**src/rtl/clken_nco_seq.sv**
```systemverilog
// Multi-channel NCO clock-enable generator with a lock-qualified reset sequencer.
// Strobes run only while PLL lock has been stable for LOCK_CYC cycles.
module clken_nco_seq #(
    parameter int unsigned            NCH        = 3,
    parameter int unsigned            ACC_W      = 24,
    parameter int unsigned            LOCK_CYC   = 1024,
    parameter logic [NCH*ACC_W-1:0]   INC_INIT   = '0,
    parameter logic [NCH*ACC_W-1:0]   PHASE_INIT = '0
) (
    input  logic             clkin,
    input  logic             reset,
    input  logic             lock,
    input  logic             sync,
    input  logic             wr_en,
    input  logic             wr_sel,
    input  logic [2:0]       wr_ch,
    input  logic [ACC_W-1:0] wr_data,
    output logic [NCH-1:0]   ce,
    output logic             rst_out,
    output logic             running
);

    localparam int unsigned      CNT_W    = $clog2(LOCK_CYC + 1);
    localparam logic [CNT_W-1:0] CNT_LAST = CNT_W'(LOCK_CYC - 1);

    typedef enum logic [1:0] {
        StWaitLock,
        StSettle,
        StRun
    } state_e;

    state_e                   state_q, state_d;
    logic [CNT_W-1:0]         cnt_q, cnt_d;
    logic [ACC_W-1:0]         inc_q   [NCH];
    logic [ACC_W-1:0]         inc_d   [NCH];
    logic [ACC_W-1:0]         phase_q [NCH];
    logic [ACC_W-1:0]         phase_d [NCH];
    logic [ACC_W-1:0]         acc_q   [NCH];
    logic [ACC_W-1:0]         acc_d   [NCH];
    logic [NCH-1:0][ACC_W:0]  sum;
    logic [NCH-1:0]           ce_q, ce_d;
    logic                     rst_out_q, rst_out_d;
    logic                     running_q, running_d;
    logic                     accumulate;
    logic                     wr_hit;

    always_comb begin
        state_d = state_q;
        cnt_d   = cnt_q;
        unique case (state_q)
            StWaitLock: begin
                cnt_d = '0;
                if (lock) begin
                    state_d = StSettle;
                end
            end
            StSettle: begin
                if (!lock) begin
                    state_d = StWaitLock;
                end else if (cnt_q == CNT_LAST) begin
                    state_d = StRun;
                end else begin
                    cnt_d = cnt_q + 1'b1;
                end
            end
            StRun: begin
                if (!lock) begin
                    state_d = StWaitLock;
                end
            end
            default: state_d = StWaitLock;
        endcase
    end

    // Accumulate only when staying in RUN; RUN entry, lock loss and sync all reload phase.
    assign accumulate = (state_q == StRun) && (state_d == StRun) && !sync;
    assign wr_hit     = wr_en && (32'(wr_ch) < NCH);

    always_comb begin
        sum  = '0;
        ce_d = '0;
        for (int c = 0; c < NCH; c++) begin
            sum[c]     = {1'b0, acc_q[c]} + {1'b0, inc_q[c]};
            inc_d[c]   = inc_q[c];
            phase_d[c] = phase_q[c];
            if (accumulate) begin
                acc_d[c] = sum[c][ACC_W-1:0];
                ce_d[c]  = sum[c][ACC_W];
            end else begin
                acc_d[c] = phase_q[c];
            end
            if (wr_hit && (32'(wr_ch) == 32'(c))) begin
                if (wr_sel) begin
                    phase_d[c] = wr_data;
                end else begin
                    inc_d[c] = wr_data;
                end
            end
        end
    end

    assign rst_out_d = (state_d != StRun);
    assign running_d = (state_d == StRun);

    always_ff @(posedge clkin) begin
        if (reset) begin
            state_q   <= StWaitLock;
            cnt_q     <= '0;
            ce_q      <= '0;
            rst_out_q <= 1'b1;
            running_q <= 1'b0;
            for (int c = 0; c < NCH; c++) begin
                inc_q[c]   <= INC_INIT[c*ACC_W +: ACC_W];
                phase_q[c] <= PHASE_INIT[c*ACC_W +: ACC_W];
                acc_q[c]   <= PHASE_INIT[c*ACC_W +: ACC_W];
            end
        end else begin
            state_q   <= state_d;
            cnt_q     <= cnt_d;
            ce_q      <= ce_d;
            rst_out_q <= rst_out_d;
            running_q <= running_d;
            for (int c = 0; c < NCH; c++) begin
                inc_q[c]   <= inc_d[c];
                phase_q[c] <= phase_d[c];
                acc_q[c]   <= acc_d[c];
            end
        end
    end

    assign ce      = ce_q;
    assign rst_out = rst_out_q;
    assign running = running_q;

endmodule

```
**config.mk**
```make
export PLATFORM = sky130hd
export DESIGN_NAME = clken_nco_seq
export DESIGN_NICKNAME = d
export VERILOG_FILES = /design/src/rtl/clken_nco_seq.sv
export SDC_FILE = /design/constraint.sdc
export NUM_CORES = 1
export LEC_CHECK = 0
export BUFFER_PORTS_ARGS = -buffer_cell sky130_fd_sc_hd__buf_2
export CAP_MARGIN = 30
export CORE_MARGIN = 1.5
export CORE_UTILIZATION = 25
export DETAILED_ROUTE_END_ITERATION = 16
export MAX_ROUTING_LAYER = met4
export PLACE_DENSITY = 0.39
export SLEW_MARGIN = 20
export SYNTH_ARGS = -nofsm -noshare
export SYNTH_HDL_FRONTEND = slang
export SYNTH_SLANG_ARGS = --single-unit
```
**constraint.sdc**
```tcl
create_clock -name clkin -period 3.4 [get_ports clkin]
set_input_delay 0.17 -clock clkin [delete_from_list [all_inputs] [get_ports clkin]]
set_output_delay 0.17 -clock clkin [all_outputs]
set_load 0.1 [all_outputs]
```
After elaboration in Yosys (flattened, before gate mapping)
Memory sizes are Yosys's and may differ from the RTL's.
Cells that the tools add are included.
{ "totals": {"memories": 3, "elab_cells": 79, "regBits": 18, "out_inout_bits": 5, "latchBits": 0, "romBits": 0, "ram_bits": 216} }
{ "classes": {"shifts": 0, "n_bitwise": 10, "n_reduce_logical": 12, "n_addsub": 4, "mux": 35, "mul": 0, "div": 0, "eq_ne": 9, "n_lt_le_gt_ge": 1} }
{ "mem_list": {"columns": ["memory", "depth", "word_bits", "rd", "rd_clocked_by_memory_dff", "write_ports", "line", "rtl"], "rows": [
  ["acc_q", 3, 24, 3, 0, 3, "38", "logic [ACC_W-1:0] acc_q [NCH];"],
  ["inc_q", 3, 24, 3, 0, 3, "34", "logic [ACC_W-1:0] inc_q [NCH];"],
  ["phase_q", 3, 24, 3, 0, 3, "36", "logic [ACC_W-1:0] phase_q [NCH];"]
]} }
{ "ops": {"columns": ["operator", "count"], "rows": [
  ["24-bit two-way mux", 24],
  ["24-bit by 24-bit adder with 25-bit output", 3],
  ["11-bit two-way mux", 2],
  ["11-bit case mux with 2 select lines", 1],
  ["11-bit by 1-bit adder with 11-bit output (second input constant)", 1],
  ["11-bit by 10-bit == test with 1-bit output (second input constant)", 1],
  ["1-bit OR", 9],
  ["2-bit two-way mux", 4],
  ["1-bit logical AND", 6],
  ["2-bit != test (second input constant)", 3],
  ["2-bit case mux with 3 select lines", 1],
  ["2-bit == test (second input constant)", 2],
  ["3-bit by 1-bit == test with 1-bit output (second input constant)", 1],
  ["3-bit by 2-bit == test with 1-bit output (second input constant)", 1],
  ["3-bit logical NOT", 1],
  ["3-bit by 2-bit < comparator with 1-bit output (second input constant)", 1],
  ["1-bit two-way mux", 3],
  ["3-bit AND reduction", 1],
  ["2-bit by 1-bit == test with 1-bit output (second input constant)", 1],
  ["2-bit logical NOT", 1],
  ["2-bit nonzero test", 1],
  ["2-bit OR reduction", 1],
  ["1-bit logical NOT", 1],
  ["1-bit NOT", 1]
]} }

Longest topological paths before layout
Gate-level depths: netlist (run 1).
{ "depth": {"depth_word": 9, "mapped_depth": 9} }

Worst setup path after synthesis (run 1)
OpenSTA, ideal clock, no wires.
{ "synth_timing": {"path_kind": "register -> register", "from": "memory inc_q[2][0] (netlist: inc_q[0][48])", "to": "memory acc_q[2][18] (netlist: acc_q[0][66])", "period_less_slack_ns": 2.379, "t_arrival_ns": 2.245, "required_time_ns": 3.266, "setup_slack_ns": 1.021, "setup_time_ns": 0.134, "path_stages_with_launch": 10, "cell_sequence": "dfxtp_1 -> ha_1 -> fa_1 -> a21oi_1 -> o221a_2 -> a2111oi_2 -> or2_2 -> a21boi_0 -> mux2i_1 -> o22ai_1"} }
{ "synth_lines": {"columns": ["element", "line"], "rows": [
  ["start: declaration", "34"],
  ["end: declaration", "38"]
]} }

==> flow_metrics.tcl, run 1 <==
set metrics [dict create \
    drt-total-wl_um 38100 \
    synth_area_um2 11800 \
    final_layout_size_suffix_gt1_share_pct 8.23 \
    setup_tns_ps 0 \
    yosys_warnings 0 \
    slew-limit-headroom_pct 40.7 \
    grt-ovfl-total 0 \
    finalHoldViolations 0 \
    cts_max_level 1 \
    power.switching_mw 1.47 \
    ys_top_cells_by_count "nand2_1 (407), a21oi_1 (241), dfxtp_1 (234)" \
    fp.dieArea_um2 48700 \
    status "complete, but fails checks" \
    place_area_um2 12700 \
    post_cts_resized 0 \
    synthToLayoutAreaGrowth_pct 17.8 \
    ctsHoldBuffers 25 \
    hold_class "primary input to flip-flop" \
    start_util_pct 25.4 \
    cts_tree "yes" \
    setup_viol 0 \
    fmax_ghz 0.371 \
    ys.flop_type "dfxtp_1" \
    viasPerCell 4.83 \
    post-cts-setup-buffers 0 \
    synthCells 1517 \
    start_kind "flip-flop" \
    violations "design-rule violations" \
    vias 10500 \
    yosysMostFrequentCell "nand2_1" \
    fin_nets 1654 \
    diodes 0 \
    powerDensity_nw_per_um2 456 \
    grt_max_degree 103 \
    power.share.switching_pct 23.1 \
    setup.worst_path.end_class "flip-flop" \
    ir_worst_vdd_v 0.000351 \
    yosysTopAreaCell "dfxtp_1" \
    clock_sinks 234 \
    worstPathArrival_ps 3140 \
    fin_crit_ps 2690 \
    async_flop_share_pct 0 \
    p_int_mw 4.89 \
    gp_congestion 0.817 \
    slew_violations 0 \
    drtAntennaViolNets 0 \
    grt_util_all_layers_pct 16.4 \
    die_w_um 221 \
    yosys_register_bits 234 \
    final_area_um2 13900 \
    ys_top_cells_by_area "dfxtp_1 (40%), nand2_1 (13%), a21oi_1 (10%)" \
    nFillCells 5061 \
    power_leakage_nw 5.31 \
    cp_max_fo 3 \
    core_area_um2 46700 \
    comb_power_share_pct 4.4 \
    io_pins 38 \
    dr.pass1.iters 11 \
    wl_per_cell_um 17.5 \
    crit_required_ps 3850 \
    finClkSkew_ps 23.4 \
    crit_type "flip-flop to flip-flop" \
    tightestPinTransition_ps 887 \
    cts_buffers 30 \
    antenna_found_initial 0 \
    synth.yosys.seq_area_share_pct 39.6 \
    synth_edf_count 0 \
    synth_nets 1626 \
    seqPwrFrac_pct 43.8 \
    fin_crit_sh_pct 79.2 \
    drc 2 \
    first_iter_violations 535 \
    path_clk_slew_ps 60 \
    synth_top_area_share_pct 39.6 \
    synthDistinctLibCells 76 \
    grt_pass1_vias 10500 \
    syn_area_per_cell_um2 7.80 \
    rows 79 \
    io_buffers 37 \
    power_frac_clock_pct 51.7 \
    grt_setup_unrepaired "no" \
    die_h_um 221 \
    clk_root_buffer_cell "clkbuf_16" \
    grt_pass1_wl_um 60200 \
    clock_latency_ps 580 \
    clock_path_buffers 3 \
    place_hpwl_um 25400 \
    reg2reg_slack_ps 710 \
    maxCapViolCount 0 \
]
==> through the flow <==
stage                     util [%]  total power [mW]  cells  hold WS (ps)  worst slack, ps
after floorplan                  -              2.97   1517           306             1020
after global placement        27.1              3.11   2094           413              744
after detailed placement      27.2              3.11   2095           422              735
after CTS                     29.9              6.48   2174          13.2              743
after global routing          29.9              6.62   2174          20.3              516
final                         29.9              6.36   2174          47.3              706
==> flip-flops by register name, indices dropped and copies added, names as in the netlist <==
register  flops
acc_q        72
ce            3
cnt_q        11
inc_q        72
phase_q      72
rst_out       1
running       1
state_q       2
==> critical path, stage by stage (launching register included) <==
cell and delay (ps):
dfxtp_1 310, ha_1 220, fa_1 430, a211o_1 300, a21oi_1 330, o221ai_1 250, a31o_2 310, a31oi_1 190
xor2_1 160, o21ai_0 80
==> final timing paths <==
| check | start | to | depth (start not counted) |
|---|---|---|---|
| min reg2reg | cnt_q[10]$_SDFFE_PP0P_ | cnt_q[10]$_SDFFE_PP0P_ | 2 |
| max reg2reg | inc_q[0][24]$_SDFFE_PP0P_ | acc_q[0][40]$_SDFF_PP0_ | 9 |
| max | inc_q[0][24]$_SDFFE_PP0P_ | acc_q[0][40]$_SDFF_PP0_ | 9 |
| min | wr_data[23] | inc_q[0][47]$_SDFFE_PP0P_ | 3 |
==> power by group through the flow <==
stage | combinational, mW | clock [mW] | sequential (mW)
3_3_place_gp | 0.266 | 0 | 2.85
4_1_cts | 0.290 | 3.41 | 2.79
2_1_floorplan | 0.131 | 0 | 2.84
5_1_grt | 0.312 | 3.51 | 2.79
6_report | 0.283 | 3.29 | 2.79
3_5_place_dp | 0.267 | 0 | 2.85
==> layout make-up <==
class,count,area [um2],share of cell area [%]
flip-flops and latches,234,4680,33.6
clock buffers,43,851,6.10
multi-input cells,1175,6760,48.5
well taps,607,759,5.45
clock inverters,11,165,1.18
inverters,22,82.6,0.592
repair buffers,82,637,4.57
==> cells by family after synthesis <==
group,share of synthesized area (%)
multiplexers,0.254
AO/OA/AOI/OAI,22.3
buffers and inverters,3.54
adder cells (fa/ha/maj),8.22
flip-flops,39.6
AND/OR/NAND/NOR,21.8
XOR/XNOR,4.29
==> per-layer routing <==
| layer | vias to the layer above | part of all wire (%) | global-route usage [%] |
|---|---|---|---|
| li1 | 5327 | - | - |
| met1 | 5002 | 49 | 21.7 |
| met2 | 123 | 45 | 26.2 |
| met3 | 51 | 3.0 | 2.01 |
| met4 | 0 | 2.8 | 4.91 |
| met5 | - | 0 | - |
==> cell usage in the layout (no fill, tap or decap), drive strengths merged, types with 7 or more instances in the layout <==
master,n
nand2,407
a21oi,244
dfxtp,234
ha,73
nor2,62
o21ai,61
buf,57
clkbuf,43
xnor2,30
a21o,28
xor2,28
dlygate4sd3,25
nand4,22
inv,22
nand3,21
a211oi,15
and3,14
nor3,13
o21bai,11
nor2b,11
o21a,10
a31oi,10
nand2b,9
o31ai,9
or4,8
o211ai,7
No activity file was read; power rests on OpenSTA's default activity.
==> run 2: changes to the inputs <==
- clock period: 3.4 -> 2.5 ns (I/O delays scaled with it)
==> flow_metrics.tcl, run 2 (synthesized netlist as in run 1, its figures left out) <==
set metrics [dict create \
    clock_path_buffers 3 \
    crit_type "flip-flop to flip-flop" \
    dr.pass1.iters 11 \
    wl_per_cell_um 17.5 \
    fin_crit_sh_pct 97.2 \
    clk_root_buffer_cell "clkbuf_16" \
    critPathTopFamily "compound AO/OA/AOI/OAI gates" \
    antenna_found_initial 0 \
    power_leakage_nw 5.56 \
    drc 2 \
    final_layout_size_suffix_gt1_share_pct 12.9 \
    cts_max_level 1 \
    start_kind "flip-flop" \
    place_hpwl_um 25900 \
    core_area_um2 46700 \
    r2r_cells 10 \
    start_util_pct 25.4 \
    place_area_um2 13000 \
    die_h_um 221 \
    cp.depth 10 \
    grt_pass1_vias 10500 \
    powerDensity_nw_per_um2 599 \
    status "complete, but fails checks" \
    setup_viol 0 \
    diodes 0 \
    crit_required_ps 2950 \
    cts_buffers 30 \
    path_clk_slew_ps 60 \
    setup.worst_path.end_class "flip-flop" \
    clock_sinks 234 \
    grt_pass1_wl_um 61000 \
    maxCapViolCount 0 \
    grt_max_degree 102 \
    crit_buf_inv 1 \
    cts_tree "yes" \
    fin_nets 1700 \
    ir_worst_vdd_v 0.000368 \
    synthToLayoutAreaGrowth_pct 22.3 \
    slew_violations 0 \
    clock_latency_ps 570 \
    first_iter_violations 600 \
    finalHoldViolations 0 \
    final_common_cell "nand2_1" \
    viasPerCell 4.82 \
    die_w_um 221 \
    rows 79 \
    crit_chain "ha_4, fa_2, a211o_1, a21oi_2, buf_6, o21a_4, a31oi_2, a21oi_2, nor4b_1, a311o_1" \
    top_regs "acc_q x72, inc_q x72, phase_q x72" \
    min_path_cells 5 \
    slew-limit-headroom_pct 51.4 \
    nFillCells 5026 \
    io_pins 38 \
    multi_input_area_um2 6930 \
    final_cell_mix "nand2_1 (407), a21oi_1 (235), dfxtp_1 (232), ha_1 (69), buf_4 (61)" \
    fp.dieArea_um2 48700 \
    fin_crit_ps 2430 \
    io_buffers 37 \
    vias 10700 \
    violations "design-rule violations" \
    finalPower_mw 8.67 \
    hold_class "primary input to flip-flop" \
    grt_util_all_layers_pct 16.6 \
    crit_top_cell "a21oi_2" \
    gp_congestion 0.814 \
    drt-total-wl_um 38800 \
    finClkSkew_ps 20.8 \
    grt-ovfl-total 0 \
    tightestPinTransition_ps 725 \
    final_area_um2 14500 \
    register_area_um2 4690 \
    fmax_ghz 0.411 \
    critPathSlowestCell "fa_2" \
    worstPathArrival_ps 2880 \
    cp_max_fo 3 \
    crit_path_max_incr_delay_ps 360 \
    grt_setup_unrepaired "yes" \
    drtAntennaViolNets 0 \
]
-- run 2: what timing repair did --
action / CTS / global route
buffers inserted: 3 / 3
pin swaps: 8 / 17
setup endpoints to repair: 9 / 20
hold buffers: 26 / 0
resized for setup: 11 / 25
endpoints found under the hold margin: 149 / 0
-- run 2: worst paths after layout --
kind                                                     to                       from  slack (ps)
worst max-delay path                acc_q[0][46]$_SDFF_PP0_  inc_q[0][24]$_SDFFE_PP0P_          70
worst min-delay path            phase_q[0][30]$_SDFFE_PP0P_                   wr_ch[0]         190
worst max register to register      acc_q[0][46]$_SDFF_PP0_  inc_q[0][24]$_SDFFE_PP0P_          70
worst min register to register       cnt_q[10]$_SDFFE_PP0P_     cnt_q[10]$_SDFFE_PP0P_         420
-- run 2: where the power goes --
group          total, mW  switching (mW)  internal (mW)
Combinational      0.395           0.269          0.126
Clock               4.49            1.75           2.73
Sequential          3.79          0.0219           3.77
-- run 2: area by class of cell --
cell class | count | area share [%]
tap | 607 | 5.25
clock buffer | 38 | 5.96
timing repair buffer | 128 | 6.78
inverter | 22 | 0.571
clock inverter | 18 | 1.20
multi-input combinational | 1175 | 47.9
sequential | 234 | 32.4
-- run 2: tightest hold or removal path: cells and delay by family --
family / cells / cell delay, ps
AOI/OAI and AO/OA: 1 / 50
buffers and inverters: 2 / 340
and+or+nand+nor: 2 / 180
-- run 2: through the flow --
stage          setup TNS, ps  std cells  hold WS, ps  util [%]  worst slack [ps]
3_5_place_dp            -168       2135          417      27.8             -63.8
2_1_floorplan              0       1517          261         -               121
6_report                   0       2222          187      31.0              69.4
4_1_cts                    0       2220          152      30.7              9.85
3_3_place_gp            -122       2135          414      27.8             -42.3
5_1_grt                -92.9       2222          198      31.0             -35.5
-- run 2: layer usage --
layer | GRT usage (%) | up-vias | part of all wire (%) | wire length, um
met3 | 2.21 | 48 | 3.2 | 1230
met5 | - | - | 0 | 0
met2 | 25.7 | 122 | 44 | 17100
met4 | 4.46 | 0 | 2.6 | 1000
li1 | - | 5427 | - | -
met1 | 22.7 | 5120 | 50 | 19500
==> run 3: changes to the inputs <==
- CAP_MARGIN: 30 -> 20
- CORE_UTILIZATION: 25 -> 60
- PLACE_DENSITY: 0.39 -> 0.77
==> flow_metrics.tcl, run 3 (synthesized netlist as in run 1, its figures left out) <==
set metrics [dict create \
    powerDensity_nw_per_um2 579 \
    diodes 0 \
    nFillCells 1633 \
    maxCapViolCount 0 \
    fin_crit_ps 2410 \
    start_kind "flip-flop" \
    io_buffers 37 \
    die_h_um 143 \
    synthToLayoutAreaGrowth_pct 14.7 \
    place_hpwl_um 20800 \
    grt_util_all_layers_pct 31.9 \
    ir_worst_vdd_v 0.000653 \
    worstPathArrival_ps 2830 \
    grt_pass1_wl_um 50900 \
    setup_viol 0 \
    hold_class "primary input to flip-flop" \
    grt-ovfl-total 0 \
    wl_per_cell_um 17.3 \
    final_layout_size_suffix_gt1_share_pct 10.3 \
    fmax_ghz 0.415 \
    clock_sinks 234 \
    clock_latency_ps 530 \
    utilization_pct 70.0 \
    finClkSkew_ps 20.2 \
    layout_setup_ws_ps 91.8 \
    fin_cells 1848 \
    placed_cells 1775 \
    slew_violations 0 \
    start_util_pct 61.0 \
    vias 10900 \
    r2r_cells 8 \
    slew-limit-headroom_pct 27.1 \
    rows 51 \
    path_clk_slew_ps 60 \
    startpoint "inc_q[0][2]$_SDFFE_PP0P_" \
    status "finished, final reports clean" \
    cp_max_fo 4 \
    tightestPinTransition_ps 1080 \
    dr.pass1.iters 5 \
    first_iter_violations 798 \
    cts_buffers 25 \
    final_cell_mix "nand2_1 (407), a21oi_1 (234), dfxtp_1 (233), ha_1 (71), nor2_1 (61)" \
    die_w_um 143 \
    viasPerCell 5.89 \
    crit_type "flip-flop to flip-flop" \
    antenna_found_initial 0 \
    reg2reg_from "inc_q[0][2]$_SDFFE_PP0P_" \
    pre_cts_slack_ps -35.5 \
    finalHoldViolations 0 \
    drt-total-wl_um 32000 \
    drc 0 \
    fin_crit_sh_pct 96.3 \
    r2r-end "acc_q[0][21]$_SDFF_PP0_" \
    finalPower_mw 7.86 \
    reg2reg_slack_ps 90 \
    drtAntennaViolNets 0 \
    core_area_um2 19400 \
    cts_max_level 1 \
    grt_setup_unrepaired "yes" \
    cts_tree "yes" \
    endpoint "acc_q[0][21]$_SDFF_PP0_" \
    power_leakage_nw 5.33 \
    fin_nets 1674 \
    grt_max_degree 124 \
    multi_input_area_um2 6870 \
    fp.dieArea_um2 20600 \
    grt_pass1_vias 10100 \
    clock_path_buffers 3 \
    gp_congestion 0.995 \
    final_common_cell "nand2_1" \
    register_area_um2 4690 \
    clk_root_buffer_cell "clkbuf_16" \
    crit_required_ps 2930 \
    top_regs "acc_q x72, inc_q x72, phase_q x72" \
    setup.worst_path.end_class "flip-flop" \
    io_pins 38 \
]
==> run 3: changes by cell type in the layout (fill, tap and decap cells not counted), sizes merged <==
cell         delta
dlygate4sd3     -1
bufinv          -1
buf            -20
inv             +1
clkinv         -10
clkbuf          -1
==> run 3: stage by stage <==
step	hold WS (ps)	area (um2)	TNS (ps)
after global placement	413	12400	0
after global routing	110	13600	-13.1
after detailed placement	417	12400	-48.9
after floorplan	261	11800	0
final	108	13600	0
after CTS	84.1	13500	0
==> run 3: worst min-delay path by stage <==
stage	slack [ps]	start	to	cells past startpoint
3_5_place_dp	420	cnt_q[10]$_SDFFE_PP0P_	cnt_q[10]$_SDFFE_PP0P_	2
4_1_cts	80	reset	acc_q[0][19]$_SDFF_PP0_	4
6_report	110	reset	acc_q[0][19]$_SDFF_PP0_	4
3_3_place_gp	410	cnt_q[10]$_SDFFE_PP0P_	cnt_q[10]$_SDFFE_PP0P_	2
2_1_floorplan	260	wr_data[18]	phase_q[0][66]$_SDFFE_PP0P_	2
5_1_grt	110	reset	acc_q[0][19]$_SDFF_PP0_	4
==> run 3: critical path: stages (launching register included) <==
cell and delay, ps:
dfxtp_1 320, ha_1 380, o21ai_2 90, o21ba_1 210, or4_4 530, a21oi_4 190
o211ai_2 120, a2111o_1 380, o311ai_1 70
==> run 3: report_power, final <==
| group | leakage (nW) | internal (mW) | switching (mW) |
|---|---|---|---|
| clock network | 0.397 | 2.20 | 1.51 |
| logic | 3.04 | 0.119 | 0.249 |
| registers | 1.89 | 3.77 | 0.0218 |
==> run 3: layout make-up <==
| class | instances | share of cell area [%] |
|---|---|---|
| clock buffer | 37 | 5.31 |
| clock inverter | 8 | 0.728 |
| inverter | 22 | 0.608 |
| multi-input combinational | 1175 | 50.6 |
| sequential | 234 | 34.5 |
| tap | 265 | 2.44 |
| timing repair buffer | 107 | 5.83 |
==> run 3: repair_timing <==
action	CTS	global route
hold endpoints to repair	145	0
pin swaps	1	11
setup endpoints to repair	5	16
hold buffers	25	0
resized for setup	4	23
buffers inserted	0	3
==> run 3: routing by layer <==
layer	share of wire, %	wire length (um)	track usage (%)	vias to the layer above
met2	46	14600	50.8	341
li1	-	-	-	5355
met3	6.4	2060	4.03	68
met1	44	14200	42.0	5118
met5	0	0	-	-
met4	3.4	1080	10.8	0
